[config.mk]
export PLATFORM = sky130hd
export DESIGN_NAME = gnrl_fifo
export DESIGN_NICKNAME = d
export VERILOG_FILES = /design/src/rtl/gnrl_fifo.sv
export SDC_FILE = /design/constraint.sdc
export NUM_CORES = 1
export LEC_CHECK = 0
export CAP_MARGIN = 20
export CORE_MARGIN = 2
export CORE_UTILIZATION = 52
export DETAILED_ROUTE_END_ITERATION = 8
export PLACE_DENSITY = 0.76
export RECOVER_POWER = 25
export SYNTH_ARGS = -nofsm -noshare
export SYNTH_HDL_FRONTEND = slang
export SYNTH_SLANG_ARGS = --single-unit
[constraint.sdc]
create_clock -name clk -period 4.4 [get_ports clk]
set_input_delay 0.88 -clock clk [delete_from_list [all_inputs] [get_ports clk]]
set_output_delay 0.88 -clock clk [all_outputs]
set_load 0.05 [all_outputs]
[src/rtl/gnrl_fifo.sv]
// General-purpose valid/ready FIFO with arbitrary (non power-of-two) depth.
// Optional occupancy output port `cnt` when macro GNRL_FIFO_CNT_EN is defined.
module gnrl_fifo #(
   parameter int DW        = 32,
   parameter int DP        = 8,
   parameter bit CUT_READY = 1'b0,
   parameter bit MSKO      = 1'b0
) (
   input  logic                     clk,
   input  logic                     rst_n,
   input  logic                     i_vld,
   output logic                     i_rdy,
   input  logic [DW-1:0]            i_dat,
   output logic                     o_vld,
   input  logic                     o_rdy,
   output logic [DW-1:0]            o_dat
`ifdef GNRL_FIFO_CNT_EN
   ,
   output logic [$clog2(DP+1)-1:0]  cnt
`endif
);

   localparam int AW = (DP > 1) ? $clog2(DP) : 1;
   localparam int CW = $clog2(DP + 1);
   localparam logic [CW-1:0] FULL_CNT = CW'(DP);
   localparam logic [AW-1:0] LAST_PTR = AW'(DP - 1);

   logic [DW-1:0] mem [DP];
   logic [AW-1:0] wptr;
   logic [AW-1:0] rptr;
   logic [CW-1:0] occ;
   logic [CW-1:0] occ_nxt;
   logic          vld_q;
   logic          not_full;
   logic          push;
   logic          pop;

   assign not_full = (occ < FULL_CNT);

   // With CUT_READY the ready depends on registered occupancy only, breaking the o_rdy -> i_rdy path.
   generate
      if (CUT_READY) begin : g_cut_ready
         assign i_rdy = not_full;
      end else begin : g_pass_ready
         assign i_rdy = not_full | o_rdy;
      end
   endgenerate

   assign push = i_vld & i_rdy;
   assign pop  = vld_q & o_rdy;

   always_comb begin
      occ_nxt = occ;
      case ({push, pop})
         2'b10:   occ_nxt = occ + CW'(1);
         2'b01:   occ_nxt = occ - CW'(1);
         default: occ_nxt = occ;
      endcase
   end

   always_ff @(posedge clk or negedge rst_n) begin
      if (!rst_n) begin
         wptr  <= '0;
         rptr  <= '0;
         occ   <= '0;
         vld_q <= 1'b0;
      end else begin
         if (push) begin
            wptr <= (wptr == LAST_PTR) ? '0 : wptr + AW'(1);
         end
         if (pop) begin
            rptr <= (rptr == LAST_PTR) ? '0 : rptr + AW'(1);
         end
         occ   <= occ_nxt;
         vld_q <= (occ_nxt != '0);
      end
   end

   // Payload storage carries no reset.
   always_ff @(posedge clk) begin
      if (push) begin
         mem[wptr] <= i_dat;
      end
   end

   assign o_vld = vld_q;

   generate
      if (MSKO) begin : g_mask_out
         assign o_dat = vld_q ? mem[rptr] : '0;
      end else begin : g_raw_out
         assign o_dat = mem[rptr];
      end
   endgenerate

`ifdef GNRL_FIFO_CNT_EN
   assign cnt = occ;
`endif

endmodule

* Word level (Yosys, flattened, before mapping) *
Memories as Yosys holds them, arrays and structs flattened.
Cells that the tools add are included.

word-level totals
  memories kept = 1
  bits in registers = 11
  output and inout port bits = 34
  latch bits = 0
  bits in read-only memories = 0
  RAM bits = 256

memory list
  name  depth  width  read ports  clocked after memory_dff  wr ports  line  source
  mem   8      32     1           0                         1         28    logic [DW-1:0] mem [DP];

cells by class
  shift operators = 0
  magnitude comparators = 1
  multiply operators = 0
  div/mod/pow operators = 0
  reductions and logical operators = 1
  mux-type cells = 5
  $add $sub $neg = 4
  equality and inequality tests = 4
  bitwise logic cells = 3

operator list
  kind                                              count
  one-hot mux 4 bit (2 select lines)                1
  adder 3 x 1 -> 3 bit, second input constant       2
  == test 3 bit, second input constant              2
  two-way mux 3 bit                                 2
  adder 4 x 1 -> 4 bit, second input constant       1
  < comparator 4 bit, second input constant         1
  nonzero test 4 bit                                1
  subtractor 4 x 1 -> 4 bit, second input constant  1
  bitwise AND 1 bit                                 2
  == test 2 x 1 -> 1 bit, second input constant     1
  == test 2 bit, second input constant              1
  two-way mux 1 bit                                 2
  OR 1 bit                                          1

* Logic depth before layout (Yosys ltp) *
Gate-level depths: netlist of run 1.

  depth after elaboration = 6
  depth in mapped cells = 8

* Least setup slack after synthesis of run 1 *
Ideal clock, no wire load.

  path kind = input-to-reg
  from = input o_rdy
  to = memory mem[0][0] (enable)
  buffers on the path = 0
  stages on the path = 3
  required time = 3.898 ns
  arrival time = 4.752 ns
  setup slack = -0.854 ns
  cell sequence = nand2b_1 -> nand2_1 -> nor4_1

on the way
  longest elaborated chain between the ends = 4

RTL lines
  what                                     line  source
  from (decl)                              15    input logic o_rdy,
  OR 1 bit                                 45    assign i_rdy = not_full | o_rdy;
  bitwise AND 1 bit                        49    assign push = i_vld & i_rdy;
  two-way mux 1 bit                        81    if (push) begin
  two-way mux 1 bit (not written as such)  82    mem[wptr] <= i_dat;
  to (decl)                                28

No other way between the ends.

* Worst setup path in the final report of run 1 *
  from = register rptr[0]
  to = output o_dat[28]

on the way
  longest elaborated chain between the ends = 1

RTL lines
  what                    line  source
  from (decl)             30    logic [AW-1:0] rptr;
  from (signal assigned)  72    rptr <= (rptr == LAST_PTR) ? '0 : rptr + AW'(1);
  memory (8 x 32 bit)     --
  to (decl)               16    output logic [DW-1:0] o_dat

No other way between the ends.

==> results of run 1 <==
## power breakdown
part | internal, mW | switching [mW] | total, mW
clock | 1.33 | 0.858 | 2.18
sequential | 3.16 | 0.264 | 3.43
combinational | 1.43 | 1.82 | 3.25
## stage by stage
step,setup TNS (ps),area (µm²)
global placement,0,11400
finish,0,12300
detailed placement,0,11400
global route,0,12300
floorplan,-536,10200
CTS,0,12300
## worst max path at each step
stage | from | end | cells after the start
after CTS | rptr[0] | o_dat[28] | 4
after global placement | o_rdy | o_vld | 9
after global routing | rptr[0] | o_dat[21] | 4
after detailed placement | o_rdy | o_vld | 9
final | rptr[0] | o_dat[28] | 4
after floorplan | o_rdy | mem[2][0] | 3
## placed cells by master, fill, tap and decap left out, types with 6 or more instances in the layout
| master | count |
|---|---|
| edfxtp_1 | 256 |
| clkinv_1 | 6 |
| clkdlybuf4s50_1 | 48 |
| mux4_2 | 64 |
| dfrtp_1 | 8 |
| ha_1 | 6 |
| buf_4 | 10 |
| mux2_2 | 37 |
| clkbuf_16 | 27 |
| dlygate4sd3_1 | 21 |
## state kept, by name, summed over array words and instances, names as in the netlist
signal / flops
mem: 256
rptr: 3
o_vld: 1
wptr: 3
occ: 4
## cell families (layout without fill, tap and decap cells)
kind of cell    after synthesis  in the layout  synth area share [%]
compound gates                5              5                 0.306
xor+xnor                      5              5                 0.429
fa+ha+maj                     6              6                 0.736
buf+inv                      19            133                 0.797
flops                       267            267                  78.0
mux                         101            101                  18.2
simple gates                 25             25                  1.51
## per-layer routing
layer	part of all wire [%]	wire (µm)	up-vias	track usage (%)
met1	40	7170	2402	22.8
met2	53	9470	122	32.1
met4	1.7	305	0	5.11
met5	0	0	-	0
met3	5.4	961	26	3.34
li1	-	-	2008	-
## area by class of cell
type	instances	area, µm²	area share [%]
clock buffer	33	718	5.86
inverter	1	3.75	0.0306
sequential	267	7970	65.0
tap	265	332	2.71
timing repair buffer	84	866	7.06
clock inverter	15	149	1.21
multi-input combinational	142	2220	18.1
==> results.yml, run 1 <==
layout:
  final_util_pct: 63.4
  area_growth_pct: 20.1
  final_cells: 807
  drive_gt1_share_pct: 30.6
  nets: 564
  fillCellCount: 1297
  antenna_cells: 0
floorplanning:
  coreArea_um2: 19300
  die_w_um: 144
  dieArea_um2: 20800
  die_h_um: 144
  num_rows: 51
  floorplan.initialDensity_pct: 52.8
  io_pins: 70
yosys:
  avgSynthCellArea_um2: 23.8
  ys_warn_count: 0
  syn_area_um2: 10200
  yosysMostFrequentCell: "edfxtp_1"
  synthDistinctLibCells: 25
  async_flop_share_pct: 4.12
  seq_area_frac_synth_pct: 78.0
  synthTopCellsByArea: "edfxtp_1 75%, mux4_2 14%, mux2_2 4.1%, dfrtp_1 2.7%, ha_1 0.74%"
  synth_commonest_cells: "256 x edfxtp_1, 64 x mux4_2, 37 x mux2_2, 11 x dfrtp_1, 9 x clkbuf_1"
  ys_seq_elements: 267
  yosys_most_used_dff: "edfxtp_1"
  yosysTopAreaCell: "edfxtp_1"
  synth_top_cell_area_share_pct: 75.3
  synth.net_count: 470
  synth_edf_count: 256
  syn_inst: 428
sta:
  finalCritPeriodShare_pct: 89.6
  clock.fmax_mhz: 254
  worstMarginPinSlew_ps: 693
  slew_headroom_pct: 53.6
  grt_setup_unrepaired: "no"
  final-hold-violation-count: 0
  finalMaxSlewViolations: 0
  setup_viol: 0
  worst_clock_skew_ps: 6.85
  period_needed_ps: 3940
  fin_hold_ws_ps: 502
  worst_slack_ps: 457
clocking:
  htree_levels: 1
  post-cts-setup-buffers: 0
  numCtsBuffers: 26
  clock_latency_ps: 520
  cts_buffer_depth: 3
  cts_hold_buf: 0
  cts_resized: 0
  clock_sinks: 267
  cts_root_buf: "clkbuf_16"
  cts_tree: "yes"
  clkSlewWorstSetupHoldPaths_ps: 60
placement:
  globalplace.congestion: 0.697
  portBuffers: 69
  post-place-cells: 759
  pre_cts_ws_ps: 633
  hpwl_um: 10200
route:
  drt.antenna.violating_nets: 0
  drt_iter0_markers: 326
  avgRoutedWirePerCell_um: 22.2
  wl_um: 17900
  viasPerCell: 5.65
  routed-via-count: 4558
  drtPass1Iterations: 4
  drc: 0
setup_path:
  r2r_start: "occ[3]"
  endpoint_kind: "output pin"
  crit_chain: "buf_12, mux4_2, mux2_2, clkdlybuf4s50_1"
  worstPathRequired_ps: 3520
  path_max_fanout: 26
  crit_type: "flop to output pin"
  reg2reg_depth: 8
  crit_arrival_ps: 3060
  cpPeakStageDelay_ps: 700
  r2r-end: "o_vld"
  reg2reg_slack_ps: 1730
  critPathBufInv: 2
  critPathLaunchType: "flop"
  critical_path.top_delay_family: "buffers and inverters"
  critPathSlowestCell: "clkdlybuf4s50_1"
power:
  power_leakage_nw: 3.94
  total_power_mw: 8.86
  pwr_density_cell_nw_per_um2: 723
  ir_worst_vdd_uv: 314
grt:
  grt_usage_pct: 18.0
  grt-ovfl-total: 0
  grt_pass1_vias: 4920
  grt_pass1_wl_um: 27500
  grt_max_degree: 43
  antenna_found_initial: 0
hold_path:
  hold_path_class: "flop to flop"
  hold_start: "occ[3]"
  min_path_cells: 1
  whs_endpoint: "occ[3]"
status:
  outcome: "finished, final reports clean"
flow_run:
  drv_cap: 0
(Power assumes the default switching activity.)
==> inputs of run 2 (changes only) <==
--- a/config.mk
+++ b/config.mk
@@ -5,7 +5,7 @@
 export SDC_FILE = /design/constraint.sdc
 export NUM_CORES = 1
 export LEC_CHECK = 0
-export CAP_MARGIN = 20
+export CAP_MARGIN = 15
 export CORE_MARGIN = 2
 export CORE_UTILIZATION = 52
 export DETAILED_ROUTE_END_ITERATION = 8
==> results of run 2 <==
Same layout as run 1: the final DEF is identical, and so are final timing and power.
==> inputs of run 3 (changes only) <==
--- a/config.mk
+++ b/config.mk
@@ -11,6 +11,7 @@
 export DETAILED_ROUTE_END_ITERATION = 8
 export PLACE_DENSITY = 0.76
 export RECOVER_POWER = 25
+export SKIP_LAST_GASP = 1
 export SYNTH_ARGS = -nofsm -noshare
 export SYNTH_HDL_FRONTEND = slang
 export SYNTH_SLANG_ARGS = --single-unit
==> results of run 3 <==
Same layout as run 1: the final DEF is identical, and so are final timing and power.
